--- src/rtl/t03_alu_issue.sv ---
// t03_alu_issue: decode/issue front end for a combinational RV32I ALU.
// Optional macro T03_ALU_ISSUE_OVERLAP_EN lets a new instruction enter while the last packet retires.
`timescale 1ns/1ps
module t03_alu_issue #(
    parameter int XLEN = 32,
    parameter int RD_W = 5
) (
    input  logic            clk,
    input  logic            nRst,
    input  logic            inst_valid,
    output logic            inst_ready,
    input  logic [31:0]     instr,
    input  logic [XLEN-1:0] rs1_data,
    input  logic [XLEN-1:0] rs2_data,
    output logic [XLEN-1:0] alu_a,
    output logic [XLEN-1:0] alu_b,
    output logic [XLEN-1:0] alu_imm,
    output logic [3:0]      alu_fop,
    output logic            alu_mux_en,
    output logic            alu_u,
    input  logic [XLEN-1:0] alu_result,
    input  logic            alu_z,
    input  logic            alu_n,
    input  logic            alu_v,
    output logic            wb_valid,
    input  logic            wb_ready,
    output logic [XLEN-1:0] wb_data,
    output logic [RD_W-1:0] wb_rd,
    output logic            wb_we,
    output logic            br_taken,
    output logic            illegal
);

    typedef enum logic [1:0] {
        IDLE = 2'd0,
        EXEC = 2'd1,
        DONE = 2'd2
    } state_t;

    typedef enum logic [2:0] {
        K_ILL  = 3'd0,
        K_ALU  = 3'd1,
        K_SLT  = 3'd2,
        K_SLTU = 3'd3,
        K_LUI  = 3'd4,
        K_BR   = 3'd5
    } kind_t;

    localparam logic [3:0] FOP_ADD = 4'd0;
    localparam logic [3:0] FOP_SUB = 4'd1;
    localparam logic [3:0] FOP_SLL = 4'd2;
    localparam logic [3:0] FOP_SRL = 4'd3;
    localparam logic [3:0] FOP_SRA = 4'd4;
    localparam logic [3:0] FOP_AND = 4'd5;
    localparam logic [3:0] FOP_OR  = 4'd6;
    localparam logic [3:0] FOP_XOR = 4'd7;
    localparam logic [3:0] FOP_IMM = 4'd8;

    localparam logic [6:0] OP_R   = 7'b0110011;
    localparam logic [6:0] OP_I   = 7'b0010011;
    localparam logic [6:0] OP_LUI = 7'b0110111;
    localparam logic [6:0] OP_BR  = 7'b1100011;

    state_t          state_q, state_d;
    logic [31:0]     instr_q, instr_d;
    logic [XLEN-1:0] rs1_q, rs1_d;
    logic [XLEN-1:0] rs2_q, rs2_d;
    logic [XLEN-1:0] res_q, res_d;
    logic            z_q, z_d;
    logic            n_q, n_d;
    logic            v_q, v_d;
    logic            a31_q, a31_d;
    logic            b31_q, b31_d;

    logic            accept;
    logic [6:0]      opcode;
    logic [2:0]      f3;
    logic [6:0]      f7;
    logic [RD_W-1:0] rd;

    kind_t           kind;
    logic [3:0]      dec_fop;
    logic            dec_mux_en;
    logic            dec_u;
    logic [XLEN-1:0] dec_imm;
    logic [XLEN-1:0] dec_a;
    logic [XLEN-1:0] dec_b;
    logic [XLEN-1:0] b_eff;
    logic            lt_s;
    logic            lt_u;
    logic            br_cond;

    assign opcode = instr_q[6:0];
    assign f3     = instr_q[14:12];
    assign f7     = instr_q[31:25];
    assign rd     = instr_q[11:7];

`ifdef T03_ALU_ISSUE_OVERLAP_EN
    assign inst_ready = (state_q == IDLE) | ((state_q == DONE) & wb_ready);
`else
    assign inst_ready = (state_q == IDLE);
`endif

    assign accept = inst_valid & inst_ready;

    // Decode the latched instruction into ALU controls and a result kind
    always_comb begin
        kind       = K_ILL;
        dec_fop    = FOP_ADD;
        dec_mux_en = 1'b0;
        dec_u      = 1'b0;
        dec_imm    = '0;
        dec_a      = '0;
        dec_b      = '0;
        unique case (opcode)
            OP_R: begin
                dec_a = rs1_q;
                dec_b = rs2_q;
                kind  = K_ALU;
                unique case (f3)
                    3'b000: dec_fop = f7[5] ? FOP_SUB : FOP_ADD;
                    3'b001: begin
                        dec_fop = FOP_SLL;
                        dec_b   = {{(XLEN-5){1'b0}}, rs2_q[4:0]};
                    end
                    3'b010: begin
                        dec_fop = FOP_SUB;
                        kind    = K_SLT;
                    end
                    3'b011: begin
                        dec_fop = FOP_SUB;
                        dec_u   = 1'b1;
                        kind    = K_SLTU;
                    end
                    3'b100: dec_fop = FOP_XOR;
                    3'b101: begin
                        dec_fop = f7[5] ? FOP_SRA : FOP_SRL;
                        dec_b   = {{(XLEN-5){1'b0}}, rs2_q[4:0]};
                    end
                    3'b110: dec_fop = FOP_OR;
                    default: dec_fop = FOP_AND;
                endcase
                // Only SUB and SRA may use the alternate funct7
                if (!((f7 == 7'h00) ||
                      ((f7 == 7'h20) && ((f3 == 3'b000) || (f3 == 3'b101)))))
                    kind = K_ILL;
            end
            OP_I: begin
                dec_a      = rs1_q;
                dec_mux_en = 1'b1;
                dec_imm    = {{(XLEN-12){instr_q[31]}}, instr_q[31:20]};
                kind       = K_ALU;
                unique case (f3)
                    3'b000: dec_fop = FOP_ADD;
                    3'b001: begin
                        dec_fop = FOP_SLL;
                        dec_imm = {{(XLEN-5){1'b0}}, instr_q[24:20]};
                        if (f7 != 7'h00)
                            kind = K_ILL;
                    end
                    3'b010: begin
                        dec_fop = FOP_SUB;
                        kind    = K_SLT;
                    end
                    3'b011: begin
                        dec_fop = FOP_SUB;
                        dec_u   = 1'b1;
                        kind    = K_SLTU;
                    end
                    3'b100: dec_fop = FOP_XOR;
                    3'b101: begin
                        dec_fop = f7[5] ? FOP_SRA : FOP_SRL;
                        dec_imm = {{(XLEN-5){1'b0}}, instr_q[24:20]};
                        if ((f7 != 7'h00) && (f7 != 7'h20))
                            kind = K_ILL;
                    end
                    3'b110: dec_fop = FOP_OR;
                    default: dec_fop = FOP_AND;
                endcase
            end
            OP_LUI: begin
                dec_fop    = FOP_IMM;
                dec_mux_en = 1'b1;
                dec_imm    = {instr_q[31:12], 12'b0};
                kind       = K_LUI;
            end
            OP_BR: begin
                dec_a   = rs1_q;
                dec_b   = rs2_q;
                dec_fop = FOP_SUB;
                dec_u   = (f3 == 3'b110) || (f3 == 3'b111);
                kind    = ((f3 == 3'b010) || (f3 == 3'b011)) ? K_ILL : K_BR;
            end
            default: kind = K_ILL;
        endcase
        // Undecodable words leave the ALU idle
        if (kind == K_ILL) begin
            dec_fop    = FOP_ADD;
            dec_mux_en = 1'b0;
            dec_u      = 1'b0;
            dec_imm    = '0;
            dec_a      = '0;
            dec_b      = '0;
        end
    end

    assign b_eff = dec_mux_en ? dec_imm : dec_b;

    // ALU controls are live only while executing
    always_comb begin
        alu_a      = '0;
        alu_b      = '0;
        alu_imm    = '0;
        alu_fop    = '0;
        alu_mux_en = 1'b0;
        alu_u      = 1'b0;
        if (state_q == EXEC) begin
            alu_a      = dec_a;
            alu_b      = dec_b;
            alu_imm    = dec_imm;
            alu_fop    = dec_fop;
            alu_mux_en = dec_mux_en;
            alu_u      = dec_u;
        end
    end

    // FSM next state
    always_comb begin
        state_d = state_q;
        unique case (state_q)
            IDLE: if (accept) state_d = EXEC;
            EXEC: state_d = DONE;
            DONE: if (wb_ready) state_d = accept ? EXEC : IDLE;
            default: state_d = IDLE;
        endcase
    end

    // Operand latch on accept, result capture at the end of EXEC
    always_comb begin
        instr_d = instr_q;
        rs1_d   = rs1_q;
        rs2_d   = rs2_q;
        res_d   = res_q;
        z_d     = z_q;
        n_d     = n_q;
        v_d     = v_q;
        a31_d   = a31_q;
        b31_d   = b31_q;
        if (accept) begin
            instr_d = instr;
            rs1_d   = rs1_data;
            rs2_d   = rs2_data;
        end
        if (state_q == EXEC) begin
            res_d = alu_result;
            z_d   = alu_z;
            n_d   = alu_n;
            v_d   = alu_v;
            a31_d = dec_a[XLEN-1];
            b31_d = b_eff[XLEN-1];
        end
    end

    // State and datapath registers
    always_ff @(posedge clk or negedge nRst) begin
        if (!nRst) begin
            state_q <= IDLE;
            instr_q <= '0;
            rs1_q   <= '0;
            rs2_q   <= '0;
            res_q   <= '0;
            z_q     <= 1'b0;
            n_q     <= 1'b0;
            v_q     <= 1'b0;
            a31_q   <= 1'b0;
            b31_q   <= 1'b0;
        end else begin
            state_q <= state_d;
            instr_q <= instr_d;
            rs1_q   <= rs1_d;
            rs2_q   <= rs2_d;
            res_q   <= res_d;
            z_q     <= z_d;
            n_q     <= n_d;
            v_q     <= v_d;
            a31_q   <= a31_d;
            b31_q   <= b31_d;
        end
    end

    assign lt_s = n_q ^ v_q;
    assign lt_u = (~a31_q & b31_q) | (~(a31_q ^ b31_q) & res_q[XLEN-1]);

    // Branch condition from the registered flags
    always_comb begin
        br_cond = 1'b0;
        unique case (f3)
            3'b000: br_cond = z_q;
            3'b001: br_cond = ~z_q;
            3'b100: br_cond = lt_s;
            3'b101: br_cond = ~lt_s;
            3'b110: br_cond = lt_u;
            3'b111: br_cond = ~lt_u;
            default: br_cond = 1'b0;
        endcase
    end

    // Write-back packet, held while DONE
    always_comb begin
        wb_valid = 1'b0;
        wb_data  = '0;
        wb_rd    = '0;
        wb_we    = 1'b0;
        br_taken = 1'b0;
        illegal  = 1'b0;
        if (state_q == DONE) begin
            wb_valid = 1'b1;
            wb_rd    = rd;
            unique case (kind)
                K_ALU, K_LUI: begin
                    wb_data = res_q;
                    wb_we   = (rd != '0);
                end
                K_SLT: begin
                    wb_data = {{(XLEN-1){1'b0}}, lt_s};
                    wb_we   = (rd != '0);
                end
                K_SLTU: begin
                    wb_data = {{(XLEN-1){1'b0}}, lt_u};
                    wb_we   = (rd != '0);
                end
                K_BR: br_taken = br_cond;
                default: illegal = 1'b1;
            endcase
        end
    end

endmodule
--- config.mk ---
export PLATFORM = sky130hd
export DESIGN_NAME = t03_alu_issue
export DESIGN_NICKNAME = d
export VERILOG_FILES = /design/src/rtl/t03_alu_issue.sv
export SDC_FILE = /design/constraint.sdc
export NUM_CORES = 1
export LEC_CHECK = 0
export ABC_CLOCK_PERIOD_IN_PS = 2600
export BUFFER_PORTS_ARGS = -buffer_cell sky130_fd_sc_hd__buf_2
export CAP_MARGIN = 20
export CORE_MARGIN = 8
export CORE_UTILIZATION = 49
export DETAILED_ROUTE_END_ITERATION = 7
export PLACE_DENSITY = 0.8
export SLEW_MARGIN = 25
export SYNTH_ARGS = -nofsm -noshare
export SYNTH_HDL_FRONTEND = slang
export SYNTH_SLANG_ARGS = --single-unit
--- constraint.sdc ---
create_clock -name clk -period 2.6 [get_ports clk]
set_input_delay 0.39 -clock clk [delete_from_list [all_inputs] [get_ports clk]]
set_output_delay 0.39 -clock clk [all_outputs]
set_load 0.005 [all_outputs]
Word-level counts from Yosys, hierarchy flattened
Index checks and enable logic that the tools add are counted.
Widths: inputs -> output; s select.
{"block": "word_totals", "wordCells": 112, "regBits": 135, "inputBits": 135}
{"block": "classes", "n_reduce_logical": 21, "bitwise_logic": 11, "muxes": 48, "n_eq_ne": 22}
{"op": "$mux 32", "n": 11}
{"op": "$pmux 32 s2", "n": 2}
{"op": "$pmux 32 s3", "n": 1}
{"op": "$pmux 3 s6", "n": 2}
{"op": "$eq 7x6->1 const B", "n": 3}
{"op": "$eq 3x3->1 const B", "n": 6}
{"op": "$mux 1", "n": 17}
{"op": "$pmux 4 s4", "n": 1}
{"op": "$eq 3x2->1 const B", "n": 4}
{"op": "$pmux 3 s4", "n": 1}
{"op": "$reduce_or 2->1", "n": 5}
{"op": "$mux 3", "n": 3}
{"op": "$mux 4", "n": 2}
{"op": "$pmux 2 s4", "n": 1}
{"op": "$eq 7x5->1 const B", "n": 1}
{"op": "$eq 7x7->1 const B", "n": 1}
{"op": "$logic_not 7->1", "n": 1}
{"op": "$ne 7x6->1 const B", "n": 1}
{"op": "$reduce_bool 7->1", "n": 1}
{"op": "$eq 3x1->1 const B", "n": 2}
{"op": "$logic_not 3->1", "n": 2}
{"op": "$pmux 1 s6", "n": 1}
{"op": "$pmux 2 s3", "n": 1}
{"op": "$mux 5", "n": 1}
{"op": "19 further kinds", "n": 31}

Logic depth before layout (Yosys ltp)
{"block": "depth", "ltp_word": 10, "mapped_depth": 9, "ltp_nobuf": 6}

Worst setup path after synthesis
Ideal clock, no wire load.
{"block": "synth_path", "kind": "flip-flop to output port", "startpoint": "register instr_q[14]", "endpoint": "output port alu_a[10]", "path_slack_ns": 0.207, "stages_incl_launch_ff": 9, "required_ns": 2.210, "arrival_time_ns": 2.003, "n_path_buf": 2, "path_cell_list": "dfrtp_1 nand2b_1 nor3_2 or3b_1 a31oi_4 o211a_1 buf_4 buf_6 and2_1"}
{"block": "synth_between", "elab_chain_cells": 9, "word_cells_on_any_way": 17, "classes_between": "4 x eq/ne; 7 x mux; 6 x reduce/logical"}
{"element": "from (decl)", "line": "65", "rtl": "logic [31:0] instr_q, instr_d;"}
{"element": "from (signal assigned)", "line": "279", "rtl": "instr_q <= instr_d;"}
{"element": "$eq 3x3->1 or $logic_not 3->1 (tied branches)", "line": "145, 153"}
{"element": "$logic_or 1x1->1", "line": "145", "rtl": "((f7 == 7'h20) && ((f3 == 3'b000) || (f3 == 3'b101)))))"}
{"element": "$logic_and 1x1->1", "line": "145"}
{"element": "$logic_or 1x1->1", "line": "144", "rtl": "if (!((f7 == 7'h00) ||"}
{"element": "$mux 3", "line": "144"}
{"element": "$pmux 3 s4 (*)", "line": "115", "rtl": "unique case (opcode)"}
{"element": "$logic_not 3->1 (*)", "line": "197", "rtl": "if (kind == K_ILL) begin"}
{"element": "$mux 32 (*)", "line": "197"}
{"element": "$mux 32 (*)", "line": "217", "rtl": "if (state_q == EXEC) begin"}
{"element": "to (decl)", "line": "15", "rtl": "output logic [XLEN-1:0] alu_a,"}
Every way passes the cells marked *; elsewhere a longest branch is shown, timed or not.

Final worst setup path
{"block": "layout_path", "startpoint": "register instr_q[28]", "endpoint": "output port wb_data[24]"}
{"block": "layout_between", "elab_chain_cells": 9, "word_cells_on_any_way": 19, "classes_between": "6 x eq/ne; 7 x mux; 6 x reduce/logical"}
{"element": "$ne 7x6->1 (tied with other cells)", "line": "174", "rtl": "if ((f7 != 7'h00) && (f7 != 7'h20))"}
{"element": "$logic_and 1x1->1, on equally long branches", "line": "174, 145"}
{"element": "$mux 1 or $logic_or 1x1->1 (tied branches)", "line": "174, 144"}
{"element": "$pmux 2 s4 or $mux 3 (tied branches)", "line": "153, 144"}
{"element": "$pmux 3 s4 (*)", "line": "115"}
{"element": "$eq 3x1->1 or $eq 3x3->1 (tied branches)", "line": "319", "rtl": "unique case (kind)"}
{"element": "$reduce_or 2->1", "line": "319"}
{"element": "$pmux 32 s3 (*)", "line": "319"}
{"element": "$mux 32 (*)", "line": "316", "rtl": "if (state_q == DONE) begin"}
{"element": "to (decl)", "line": "27", "rtl": "output logic [XLEN-1:0] wb_data,"}
Marks and branches as above.

==> results.txt <==
----------------------------------------------------
[Synthesis]
  Synth area leaders ... sky130_fd_sc_hd__dfrtp_1 51%, sky130_fd_sc_hd__mux2_2 16%, sky130_fd_sc_hd__nand2_1 7.5%
  Most common cell in the netlist ... sky130_fd_sc_hd__dfrtp_1
  Number of synthesized flops with an enable pin ... 0
  Top cell type by total area after synthesis ... sky130_fd_sc_hd__dfrtp_1
  Top_reg_cell synth ... sky130_fd_sc_hd__dfrtp_1
  Synth Warn # ... 0
  Post-synth design cell area ... approximately 6700 sq um
  Number of standard cells after synthesis ... 636
  Mean instance size in the synthesized netlist ... roughly 11 sq um
  Sequential element share of the synthesized area ... 0.506
  Post-synthesis net count ... 772
  Flip-flop and latch count after synthesis ... roughly 140
  Most instantiated cells after synthesis ... 135 x sky130_fd_sc_hd__dfrtp_1, 134 x sky130_fd_sc_hd__nand2_1, 96 x sky130_fd_sc_hd__mux2_2, 77 x sky130_fd_sc_hd__and3_1, 37 x sky130_fd_sc_hd__and2_1
  Number of distinct library cells after synthesis ... 53
  Area share of the largest cell type after synthesis ... 0.506
  Ys async rst share ... 1.00

[Timing]
  Fin worst setup slack ... -0.492 ns
  RSZ-0062 raised after global routing ... true
  Min Hold Slack ... ~0.16 ns
  Final Max Tran Viols ... 0
  Clock Skew ... between 0.009 and 0.01 ns
  Fraction of the cycle the final worst path needs ... 1.19
  Minimum clock period after layout ... 3.09 ns
  Endpoints failing setup ... 136
  Number of hold-slack violations in the final timing report ... 0
  Tightest Pin Transition ... roughly 0.58 ns
  Maximum frequency from static timing analysis ... between 0.3 and 0.4 GHz
  Headroom to the max-slew limit ... 0.612

[Setup path]
  Buf/Inv on CP ... 3
  CP delay by family, top ... compound AO/OA/AOI/OAI gates
  Kind of start point of the critical path ... register
  Critical Path Max Stage Delay ... around 0.40 ns
  Arrival @ worst endpoint ... roughly 2.7 ns
  Cell-by-cell trace of the critical path ... nor4_2, nand2_1, o41a_1, a211o_4, o22ai_4, buf_12, buf_12, and3_1, buf_2
  Category of the worst setup path capture point ... output port
  Slowest library cell on the worst path ... sky130_fd_sc_hd__dfrtp_1
  Req. time, crit path ... roughly 2.2 ns
  Most used cell, CP ... sky130_fd_sc_hd__buf_12
  Worst Path Max Fanout ... 12
  Worst Setup Path Type ... reg2out

[Clock network]
  Depth of the CTS H-tree ... 4
  Clock net sink count ... ~140
  Clock latency on the worst-skew pair ... roughly 0.42 ns
  TritonCTS clock tree ... built
  Clock slew seen by the registers of the worst setup and hold paths ... 0.06 ns
  Maximum buffer depth of the clock tree ... 2
  Total clock buffers created by CTS ... 17
  Root buf cell ... sky130_fd_sc_hd__clkbuf_16

[Global route]
  Met3 global-route usage ... 0.0791
  Global route overflow ... 0
  Most heavily used metal layer in global routing ... met2
  Total GRT Usage ... 0.233
  Maximum number of pins on one net before global-route repair ... 63
  Vias in the first global route ... between 6000 and 7000
  Wire length of the first global-routing pass ... 32700 um
  Met1 track demand over resource in global routing ... 0.258
  Antenna violations before repair ... 2
  Met2 global-route usage ... 0.396

[Floorplanning]
  Number of placement rows ... 42
  Chip Height ... around 130 um
  Num ports ... roughly 280
  Width of the die ... 133 um
  Effective utilization at floorplan ... 0.502
  Core region area ... approximately 13000 sq um
  Die Area ... approximately 18000 sq um

[Detailed routing]
  Count of TritonRoute iterations in the first routing pass ... 4
  Vias per Instance ... 5.20
  Total detailed-routing wirelength ... ~21000 um
  Residual antenna-violating net count after detailed routing ... 0
  1st-iter DRT viols ... about 400
  Average detailed-routed wire length per instance ... 18.4 um
  Vias post-DR ... 5876
  Remaining routing DRC violations ... 0

[Layout]
  Final Net Count ... about 1100
  Share of cells above drive strength 1 ... 0.507
  Fin cells ... ~1100
  # fillers ... 1012
  Synth-to-Final Area Change ... 40.3%

[Power]
  Clock network fraction of total power ... 0.276
  Internal portion of total power ... between 6000 and 7000 uW
  Sequential share of power ... 0.394
  Part of the power in combinational logic ... 0.329
  Power dissipated by switching net loads ... approximately 3000 uW
  Proportion of total power due to net switching ... 0.317
  Pwr/cell area ... 1020 nW/um^2
  Leakage ... a little over 0.005 uW
  Maximum vdd drop ... approximately 0.63 mV

[Placement]
  DP HPWL ... 15100 um
  Weighted congestion at the end of routability-driven global placement ... between 0.8 and 0.9
  Worst Setup Slack post-DPL ... -0.0326 ns
  # placed instances ... approximately 1100
  Number of I/O port buffers ... between 200 and 300

[Outcome]
  Outcome ... complete, but fails checks
  Violations in the final reports ... setup timing

[Job]
  Number of maximum-capacitance constraint violations ... 0

[Hold path]
  Class of the tightest hold or removal check ... in2reg

----------------------------------------------------
[path summary, 6_finish.rpt]
kind / start / endpoint / slack (ns) / cells after the start
min in group asynchronous: nRst / rs2_q[26] / 0.52 / 2
max in group asynchronous: nRst / rs1_q[30] / 1.34 / 3
worst min-delay path: alu_result[21] / res_q[21] / 0.16 / 3
worst max-delay path: instr_q[28] / wb_data[24] / -0.49 / 9
worst max register to register: instr_q[28] / b31_q / 0.51 / 7
worst min register to register: res_q[16] / res_q[16] / 0.47 / 2
[kinds of logic after synthesis]
| group | share of synthesized area |
|---|---|
| simple gates | 0.219 |
| flops | 0.506 |
| mux | 0.165 |
| compound gates | 0.0584 |
| buf+inv | 0.0436 |
| xor+xnor | 0.00656 |
| fa+ha+maj | 0.00187 |
[sequential cells by signal (all words and copies together), names as in the netlist]
| name | flops |
|---|---|
| n_q | 1 |
| res_q | 32 |
| a31_q | 1 |
| state_q | 2 |
| v_q | 1 |
| b31_q | 1 |
| instr_q | 32 |
| rs1_q | 32 |
| z_q | 1 |
| rs2_q | 32 |
[metal layers]
metal | share of wire | up-vias
li1 | - | 2782
met1 | 0.38 | 2845
met2 | 0.52 | 200
met3 | 0.071 | 47
met4 | 0.030 | 2
met5 | 0.00058 | -
[cells in the final DEF (no fill, tap or decap), types with 4 or more instances in the layout]
cell type	Yosys	final
sky130_fd_sc_hd__a21oi_1	24	24
sky130_fd_sc_hd__and2_1	37	36
sky130_fd_sc_hd__and3_1	77	74
sky130_fd_sc_hd__buf_12	0	9
sky130_fd_sc_hd__buf_2	5	276
sky130_fd_sc_hd__buf_4	3	43
sky130_fd_sc_hd__buf_6	9	6
sky130_fd_sc_hd__bufinv_16	0	5
sky130_fd_sc_hd__clkbuf_16	0	18
sky130_fd_sc_hd__dfrtp_1	135	135
sky130_fd_sc_hd__inv_1	4	4
sky130_fd_sc_hd__mux2_2	96	96
sky130_fd_sc_hd__nand2_1	134	133
sky130_fd_sc_hd__nor2_1	9	9
sky130_fd_sc_hd__nor2b_1	5	4
sky130_fd_sc_hd__nor3_1	4	4
sky130_fd_sc_hd__o21ai_0	8	8
[repair_timing]
action | 4_1_cts | 5_1_grt
hold endpoints to repair | 59 | 0
gates resized for setup | 6 | 13
hold buffers | 1 | 0
pin swaps | 0 | 9
cloned | 1 | 1
setup buffers | 4 | 4
setup endpoints to repair | 136 | 136
[layout make-up]
cell class | instances | area (sq um) | share of cell area
Multi-Input combinational cell | 446 | 3090 | 0.329
Sequential cell | 135 | 3380 | 0.360
Antenna cell | 1 | 2.50 | 0.000267
Tap cell | 176 | 220 | 0.0235
Inverter | 4 | 15.0 | 0.00160
Timing Repair Buffer | 337 | 2010 | 0.215
Clock inverter | 11 | 194 | 0.0207
Clock buffer | 21 | 460 | 0.0491
[per-stage QoR]
stage	cell area, sq um	power, uW	utilization	TNS (ns)
final	9370	9590	0.705	-52.83
after global routing	9370	10200	0.705	-63.96
after CTS	9240	9530	0.695	-54.28
after detailed placement	8480	6760	0.638	-0.428
after global placement	8480	6660	0.638	0
after floorplan	6680	5690	-	0
[power by group through the flow]
stage	Combinational, uW	Clock, uW	Sequential, uW
floorplan	2130	0	3560
global placement	2920	0	3740
detailed placement	3000	0	3770
CTS	3070	2710	3760
global route	3480	2780	3930
finish	3160	2650	3780
[worst min-delay path, cell delays in order]
cell	delay, ns
sky130_fd_sc_hd__buf_2	0.07
sky130_fd_sc_hd__nand2_1	0.04
sky130_fd_sc_hd__nand2_1	0.04
(Power assumes the default switching activity.)
